**config.mk**
```make
export PLATFORM = sky130hd
export DESIGN_NAME = mem_arbiter
export DESIGN_NICKNAME = d
export VERILOG_FILES = /design/src/rtl/cpu_types_pkg.sv /design/src/rtl/dp_types_pkg.sv /design/src/rtl/mem_arb_pick.sv /design/src/rtl/mem_arbiter.sv
export SDC_FILE = /design/constraint.sdc
export NUM_CORES = 1
export LEC_CHECK = 0
export ABC_AREA = 1
export CAP_MARGIN = 40
export CORE_MARGIN = 3
export CORE_UTILIZATION = 40
export DETAILED_ROUTE_END_ITERATION = 8
export HOLD_SLACK_MARGIN = 0.02
export PLACE_DENSITY = 0.95
export SLEW_MARGIN = 20
export SYNTH_ARGS = -nofsm -noshare
export SYNTH_HDL_FRONTEND = slang
export SYNTH_SLANG_ARGS = --single-unit
```
**constraint.sdc**
```tcl
create_clock -name CLK -period 4.3 [get_ports CLK]
set_clock_uncertainty 0.2 [all_clocks]
set_input_delay 0.86 -clock CLK [delete_from_list [all_inputs] [get_ports CLK]]
set_output_delay 0.86 -clock CLK [all_outputs]
set_load 0.1 [all_outputs]
```
**src/rtl/cpu_types_pkg.sv**
```systemverilog
// Purpose: CPU-wide shared types for the memory path.
//   word_t     - 32-bit machine word
//   ramstate_t - status reported by the RAM each cycle
package cpu_types_pkg;

  localparam int WORD_W = 32;

  typedef logic [WORD_W-1:0] word_t;

  typedef enum logic [1:0] {
    FREE   = 2'd0,
    BUSY   = 2'd1,
    ACCESS = 2'd2,
    ERROR  = 2'd3
  } ramstate_t;

endpackage

```
**src/rtl/dp_types_pkg.sv**
```systemverilog
// Purpose: datapath-local types.
//   arb_state_t   - memory arbiter FSM state (also names the current grant)
//   is_data_grant - true when a state is one of the data-side grants
package dp_types_pkg;

  typedef enum logic [1:0] {
    IDLE   = 2'd0,
    IREAD  = 2'd1,
    DREAD  = 2'd2,
    DWRITE = 2'd3
  } arb_state_t;

  function automatic logic is_data_grant(input arb_state_t s);
    return (s == DREAD) || (s == DWRITE);
  endfunction

endpackage

```
**src/rtl/mem_arb_pick.sv**
```systemverilog
// Purpose: combinational grant selection for the memory arbiter.
//   Data requests win unless the instruction side has already lost
//   STARVE_MAX grants in a row; write wins over read when both are raised.
// Ports:
//   iREN       in  instruction read request
//   dREN       in  data read request
//   dWEN       in  data write request
//   starve_cnt in  consecutive data grants taken while iREN was pending
//   next_grant out state to enter at the next edge (IDLE = no grant)
module mem_arb_pick
  import dp_types_pkg::*;
#(
  parameter int STARVE_MAX = 4,
  parameter int CNT_W      = $clog2(STARVE_MAX + 1)
) (
  input  logic             iREN,
  input  logic             dREN,
  input  logic             dWEN,
  input  logic [CNT_W-1:0] starve_cnt,
  output arb_state_t       next_grant
);

  logic w_force_i;

  // Grant decision: starvation override first, then data priority, then fetch.
  always_comb begin
    w_force_i  = iREN && (starve_cnt == CNT_W'(STARVE_MAX));
    next_grant = IDLE;
    if ((dREN || dWEN) && !w_force_i) begin
      next_grant = dWEN ? DWRITE : DREAD;
    end else if (iREN) begin
      next_grant = IREAD;
    end else begin
      next_grant = IDLE;
    end
  end

endmodule

```
**src/rtl/mem_arbiter.sv**
```systemverilog
// Purpose: shares the single-ported RAM between instruction fetch and the
//   MEM-stage data path. One grant is latched per transaction and the RAM
//   controls stay stable until the RAM answers ACCESS. An IDLE cycle always
//   separates two transactions.
// Ports:
//   CLK, nRST                  clock (rising edge), async active-low reset
//   iREN, iaddr                instruction read request / address
//   dREN, dWEN, daddr, dstore  data read/write request, address, write value
//   iwait, dwait               1 while the corresponding request is not done
//   iload, dload               read data, valid in the cycle the wait drops
//   ramREN, ramWEN             RAM enables
//   ramaddr, ramstore          RAM address / write data
//   ramload, ramstate          RAM read data / RAM status (ramstate_t)
module mem_arbiter
  import cpu_types_pkg::*;
  import dp_types_pkg::*;
#(
  parameter int STARVE_MAX = 4
) (
  input  logic        CLK,
  input  logic        nRST,
  input  logic        iREN,
  input  logic [31:0] iaddr,
  input  logic        dREN,
  input  logic        dWEN,
  input  logic [31:0] daddr,
  input  logic [31:0] dstore,
  output logic        iwait,
  output logic        dwait,
  output logic [31:0] iload,
  output logic [31:0] dload,
  output logic        ramREN,
  output logic        ramWEN,
  output logic [31:0] ramaddr,
  output logic [31:0] ramstore,
  input  logic [31:0] ramload,
  input  logic [1:0]  ramstate
);

  localparam int              CNT_W      = $clog2(STARVE_MAX + 1);
  localparam logic [CNT_W-1:0] STARVE_SAT = CNT_W'(STARVE_MAX);

  arb_state_t       r_state;
  logic [CNT_W-1:0] r_starve_cnt;
  word_t            r_addr;
  word_t            r_store;

  arb_state_t w_pick;
  ramstate_t  w_ramstate;
  logic       w_access;
  logic       w_req_held;

  assign w_ramstate = ramstate_t'(ramstate);
  assign w_access   = (w_ramstate == ACCESS);

  mem_arb_pick #(
    .STARVE_MAX (STARVE_MAX),
    .CNT_W      (CNT_W)
  ) u_pick (
    .iREN       (iREN),
    .dREN       (dREN),
    .dWEN       (dWEN),
    .starve_cnt (r_starve_cnt),
    .next_grant (w_pick)
  );

  // Is the requester that owns the current grant still asking? Dropping it is a flush.
  always_comb begin
    w_req_held = 1'b0;
    case (r_state)
      IREAD:   w_req_held = iREN;
      DREAD:   w_req_held = dREN;
      DWRITE:  w_req_held = dWEN;
      default: w_req_held = 1'b0;
    endcase
  end

  // Grant FSM, anti-starvation counter and per-transaction address/data latches.
  always_ff @(posedge CLK or negedge nRST) begin
    if (!nRST) begin
      r_state      <= IDLE;
      r_starve_cnt <= '0;
      r_addr       <= 32'h0000_0000;
      r_store      <= 32'h0000_0000;
    end else begin
      case (r_state)
        IDLE: begin
          r_state <= w_pick;
          if (w_pick != IDLE) begin
            r_addr  <= is_data_grant(w_pick) ? daddr : iaddr;
            r_store <= dstore;
            // Only a data grant taken over a waiting fetch counts as starvation.
            if (is_data_grant(w_pick) && iREN) begin
              r_starve_cnt <= (r_starve_cnt == STARVE_SAT) ? STARVE_SAT
                                                           : r_starve_cnt + CNT_W'(1);
            end else begin
              r_starve_cnt <= '0;
            end
          end
        end
        IREAD, DREAD, DWRITE: begin
          // ERROR/BUSY/FREE simply hold, so an ERROR is retried transparently.
          if (w_access || !w_req_held) begin
            r_state <= IDLE;
          end
        end
        default: r_state <= IDLE;
      endcase
    end
  end

  // Output decode: RAM controls from the latched grant, completion follows ACCESS directly.
  always_comb begin
    ramREN   = 1'b0;
    ramWEN   = 1'b0;
    ramaddr  = 32'h0000_0000;
    ramstore = 32'h0000_0000;
    iwait    = 1'b1;
    dwait    = 1'b1;
    iload    = 32'h0000_0000;
    dload    = 32'h0000_0000;
    case (r_state)
      IREAD: begin
        ramREN   = 1'b1;
        ramaddr  = r_addr;
        ramstore = r_store;
        if (w_access) begin
          iwait = 1'b0;
          iload = ramload;
        end else begin
          iwait = 1'b1;
        end
      end
      DREAD: begin
        ramREN   = 1'b1;
        ramaddr  = r_addr;
        ramstore = r_store;
        if (w_access) begin
          dwait = 1'b0;
          dload = ramload;
        end else begin
          dwait = 1'b1;
        end
      end
      DWRITE: begin
        ramWEN   = 1'b1;
        ramaddr  = r_addr;
        ramstore = r_store;
        if (w_access) begin
          dwait = 1'b0;
        end else begin
          dwait = 1'b1;
        end
      end
      default: begin
        ramREN = 1'b0;
      end
    endcase
  end

endmodule
```
**After elaboration in Yosys (flattened, before gate mapping)**

Cells that the tools add are included.

- Reductions and logical operators: 14
- Bitwise logic cells: 0
- Equal/unequal tests: 8
- Muxes and demuxes: 19
- Shifts and indexed selects: 0
- $add $sub $neg: 1
- $mul: 0
- Order comparisons: 0
- Divide/modulo/power cells: 0

Operator list:

| operator | count |
|---|---|
| $mux 32 | 6 |
| $eq 2x2->1 const B | 5 |
| $mux 1 | 7 |
| $mux 3 | 2 |
| $mux 2 | 2 |
| $pmux 2 s2 | 1 |
| $reduce_or 2->1 | 2 |
| $add 3x1->3 const B | 1 |
| $eq 3x3->1 const B | 1 |
| $logic_and 1x1->1 | 3 |
| $logic_or 1x1->1 | 3 |
| $pmux 1 s3 | 1 |
| $reduce_or 3->1 | 1 |
| $eq 2x1->1 const B | 1 |
| $logic_not 1->1 | 2 |
| $logic_not 2->1 | 1 |
| $ne 2x1->1 const B | 1 |
| $reduce_and 2->1 | 1 |
| $reduce_bool 2->1 | 1 |

- Memories kept: 0
- Latch bits: 0
- Output and inout port bits: 132
- RAM bits: 0
- Flip-flop bits (word level): 69
- Bits of input ports: 135
- Memory bits (read-only): 0

**Longest topological paths before layout**

- Depth after elaboration: 9
- Gate-level depth with buffers: 8

**By module**

A second synthesis with hierarchy kept.

- Cells, all modules: 605
- Area total of the unflattened synthesis: 4040.1 um^2

Modules (own cells, without submodules):

| module | cells an instance | times used | area each (um^2) |
|---|---|---|---|
| mem_arbiter | 595 | 1 | 4000.1 |
| mem_arb_pick | 10 | 1 | 40.0 |

**Least setup slack after synthesis**

Ideal clock, no wire load.

- Path type: flip-flop to output port
- Start: register r_state[0]
- End: output dwait
- Cell stages (with the launch flop): 3
- Slack: -4 ps
- Required time: 3240 ps
- Path buffers: 0
- Data arrival time: 3244 ps
- Path through: dfrtp_1 > ha_1 > o21ai_0

- Word-level cells in the longest chain between the ends: 3
- Elaborated cells on any way between the ends: 4

Ends and longest elaborated chain:

| what | line | text |
|---|---|---|
| from (decl) | mem_arbiter.sv:43 | `arb_state_t r_state;` |
| from (signal assigned) | mem_arbiter.sv:88 | `r_state <= w_pick;` |
| $eq 2x2->1 | mem_arbiter.sv:122 | `case (r_state)` |
| $reduce_or 2->1 (no source line) * | -- |  |
| $mux 1 * | -- |  |
| to (decl) | mem_arbiter.sv:29 | `output logic dwait,` |

Every way passes the cells marked *; elsewhere a longest branch is shown, timed or not.

**Final worst setup path**

- Start: input ramstate[1]
- End: output iload[0]

- Word-level cells in the longest chain between the ends: 3

Ends and longest elaborated chain:

| what | line | text |
|---|---|---|
| from (decl) | mem_arbiter.sv:37 | `input logic [1:0] ramstate` |
| $eq 2x2->1 | mem_arbiter.sv:54 | `assign w_access = (w_ramstate == ACCESS);` |
| $mux 32 | mem_arbiter.sv:127 | `if (w_access) begin` |
| $mux 32 | mem_arbiter.sv:122 |  |
| to (decl) | mem_arbiter.sv:30 | `output logic [31:0] iload,` |

No other way between the ends.

==> results.txt <==
number of I/O pins -> 267
leakage power -> 4.20 nW
Synth Instances -> 671
startpoint of the worst register-to-register path -> r_starve_cnt[0]
H-Tree Depth -> 3
Pre-Repair DR Iteration Count -> 4
Final Cell Area -> 7770 sq um
Total Routing Usage GR -> 25.7%
Max-Slew Margin vs Limit -> 46.8%
TritonCTS buffer count -> 9
Syn Nets -> 813
period utilization -> 77.4%
Area growth syn-to-layout -> 83.4%
via count of the first global-routing pass -> 4,890
worst min-delay path category -> in -> async
crit path kind -> in -> out
post-CTS clock slew at the launch and capture registers of the worst setup and hold paths -> 80 ps
Layout Nets -> 1,066
Total Negative Setup Slacks -> 0 ps
post-layout minimum cycle time -> 3330 ps
Reg2Reg Setup Slack -> 1870 ps
Starting Density -> 42.2%
placer's final routability congestion estimate -> 0.846
Final Hold Viols -> 0
Max-Cap Viols -> 0
wire per inst -> 14.4 um
peak ir drop on the vdd network -> 0.000614 V
Placed Instances -> 1,046
Setup crit start kind -> input port
share of the synthesized area in the top cell type -> 40.7%
critical path startpoint -> ramstate[1]
count of synthesis-stage warnings from yosys -> 0
final core utilization -> 77.4%
run status -> finished clean
Final Max Slew Viols -> 0
average size of a mapped cell -> 6.32 sq um
largest area contributor in the synthesized netlist -> dfrtp_1
non-filler cells in the finished layout -> 1,063
most instantiated cells after synthesis -> inv_1, nand2_1, nor2_1, dfrtp_1, nand3_1
Die Y-Extent -> 109 um
GRT Residual Overflow -> 0
number of port buffers -> 266
area inside the core boundary -> 10,000 sq um
Core Rows -> 36
clock tree from TritonCTS -> yes
master cell of the clock root buffer -> clkbuf_8
nature of the critical path endpoint -> primary output
count of routing violations after the opening detailed-route iteration -> 309
post-synthesis instance area -> 4240 sq um
width of the die -> 109 um
EDFF count, synth -> 0
proportion of synthesized chip area in sequential cells -> 40.7%
endpoint of the worst setup timing path -> iload[0]
DR vias/cell -> 4.67
insertion delay to the later sink of the worst-skew pair -> 340 ps
Vias -> 4,965
setup fix buffers added after clock tree synthesis -> 0
Max Clk Rate -> 301 MHz
most used standard cell by instance count after synthesis -> inv_1
Distinct cells, synth -> 18
proportion of layout cells with a drive suffix above 1 -> 17.7%
capture instance of the worst register-to-register path -> r_addr[17]
post-detailed-placement cell area -> 7540 sq um
share of flip-flops with an asynchronous set or reset after synthesis -> 100%
total DRC errors in the routed layout -> 0
die area -> 11,900 sq um
most used flip-flop cell after synthesis -> dfrtp_1
transition time of the tightest slew-check pin -> 796 ps
first-pass GRT wire length -> 23,900 um
maximum net fanout on the critical path -> 33
clock net sink count -> 69
RSZ-0062 raised after global routing -> false
Yosys reg bits -> 69
detailed placement HPWL -> 12,300 um
path depth of the worst reg2reg path -> 8
wire length reported by the detailed router -> 15,300 um
Worst EP required -> 3240 ps
P per Cell Area -> 853 nW/um^2
cells resized by post-CTS repair -> 0
final setup violation count -> 0
largest net degree at the start of global routing -> 72
number of buffers between clock root and the deepest sink -> 2
Synth area leaders -> dfrtp_1, inv_1, nand2_1, nor2_1, nand3_1
remaining antenna violation count after routing -> 0
pre-CTS WS -> 952 ps
Crit path arrival time -> 2270 ps
setup slack after layout -> 972 ps
Post-CTS Hold Buffers -> 0
initial antenna violation count -> 1
metal layers:
layer	wire length (um)	part of all wire, %	vias up	GRT usage, %
met5	0	0	-	0
met1	5130	34	2244	26.1
li1	-	-	2439	-
met2	8140	53	233	47.1
met3	1390	9.1	49	7.16
met4	639	4.2	0	14.4
cell families (layout without fill, tap and decap cells):
group                      count (synthesis)  in the layout  share of synthesized area (%)
adders and majority gates                  7              7                           2.07
AOI/OAI and AO/OA                         39             39                           4.96
DFF                                       69             69                           40.7
other                                      0              1                              0
and+or+nand+nor                          348            348                           33.1
buffers and inverters                    208            466                           19.1
flip-flops by register name (all words and copies together), names as in the netlist:
signal and cells:
r_store 32, r_state 2, r_addr 32, r_starve_cnt 3
layout by cell type (no fill, tap or decap):
| master | n |
|---|---|
| inv_6 | 2 |
| nand3_2 | 1 |
| diode_2 | 1 |
| clkbuf_8 | 10 |
| o21ai_0 | 35 |
| clkinv_4 | 1 |
| o21ai_1 | 1 |
| dfrtp_1 | 69 |
| buf_2 | 1 |
| nor2_1 | 130 |
| nand4_1 | 3 |
| buf_12 | 67 |
| inv_2 | 1 |
| nand2_1 | 147 |
| a21oi_4 | 1 |
| nand3_1 | 66 |
| o21ai_2 | 1 |
| nand2_2 | 1 |
| buf_16 | 2 |
| ha_1 | 6 |
| bufinv_16 | 2 |
| buf_4 | 72 |
| clkdlybuf4s50_1 | 135 |
| a21oi_1 | 1 |
| inv_1 | 172 |
| ha_2 | 1 |
| clkinvlp_4 | 1 |
report_power, final:
group	switching (mW)	total (mW)	internal, mW
clock network	0.261	0.608	0.347
registers	0.143	1.12	0.973
logic	3.80	4.91	1.11
worst max-delay path, cell delays in order:
cell	delay, ps
clkdlybuf4s50_1	450
nand2_1	90
inv_1	100
nand2_1	60
buf_4	240
nor2_1	250
buf_12	210
worst min path at each step:
stage,from,end,slack [ps],cells past startpoint
floorplan,r_addr[10],r_addr[10],250,2
global placement,r_addr[5],r_addr[5],260,2
detailed placement,r_addr[26],r_addr[26],270,2
CTS,nRST,r_store[19],220,1
global route,nRST,r_addr[19],230,1
finish,nRST,r_store[21],230,1
stage by stage:
step                      total power, mW  hold slack [ps]
after global routing                 6.97              231
after floorplan                      4.83              249
after detailed placement             6.04              266
after global placement               5.88              262
after CTS                            6.67              223
final                                6.63              227
layout make-up:
cell class              instances  area [sq um]
diodes                          1          2.50
clock buffers                  10           138
clock inverters                 6          93.8
fillers                       631          2270
inverters                     173           649
multi-input cells             394          1710
flip-flops and latches         69          1730
well taps                     133           166
repair buffers                277          3290
Note: power is estimated with default switching activity, not from simulation.
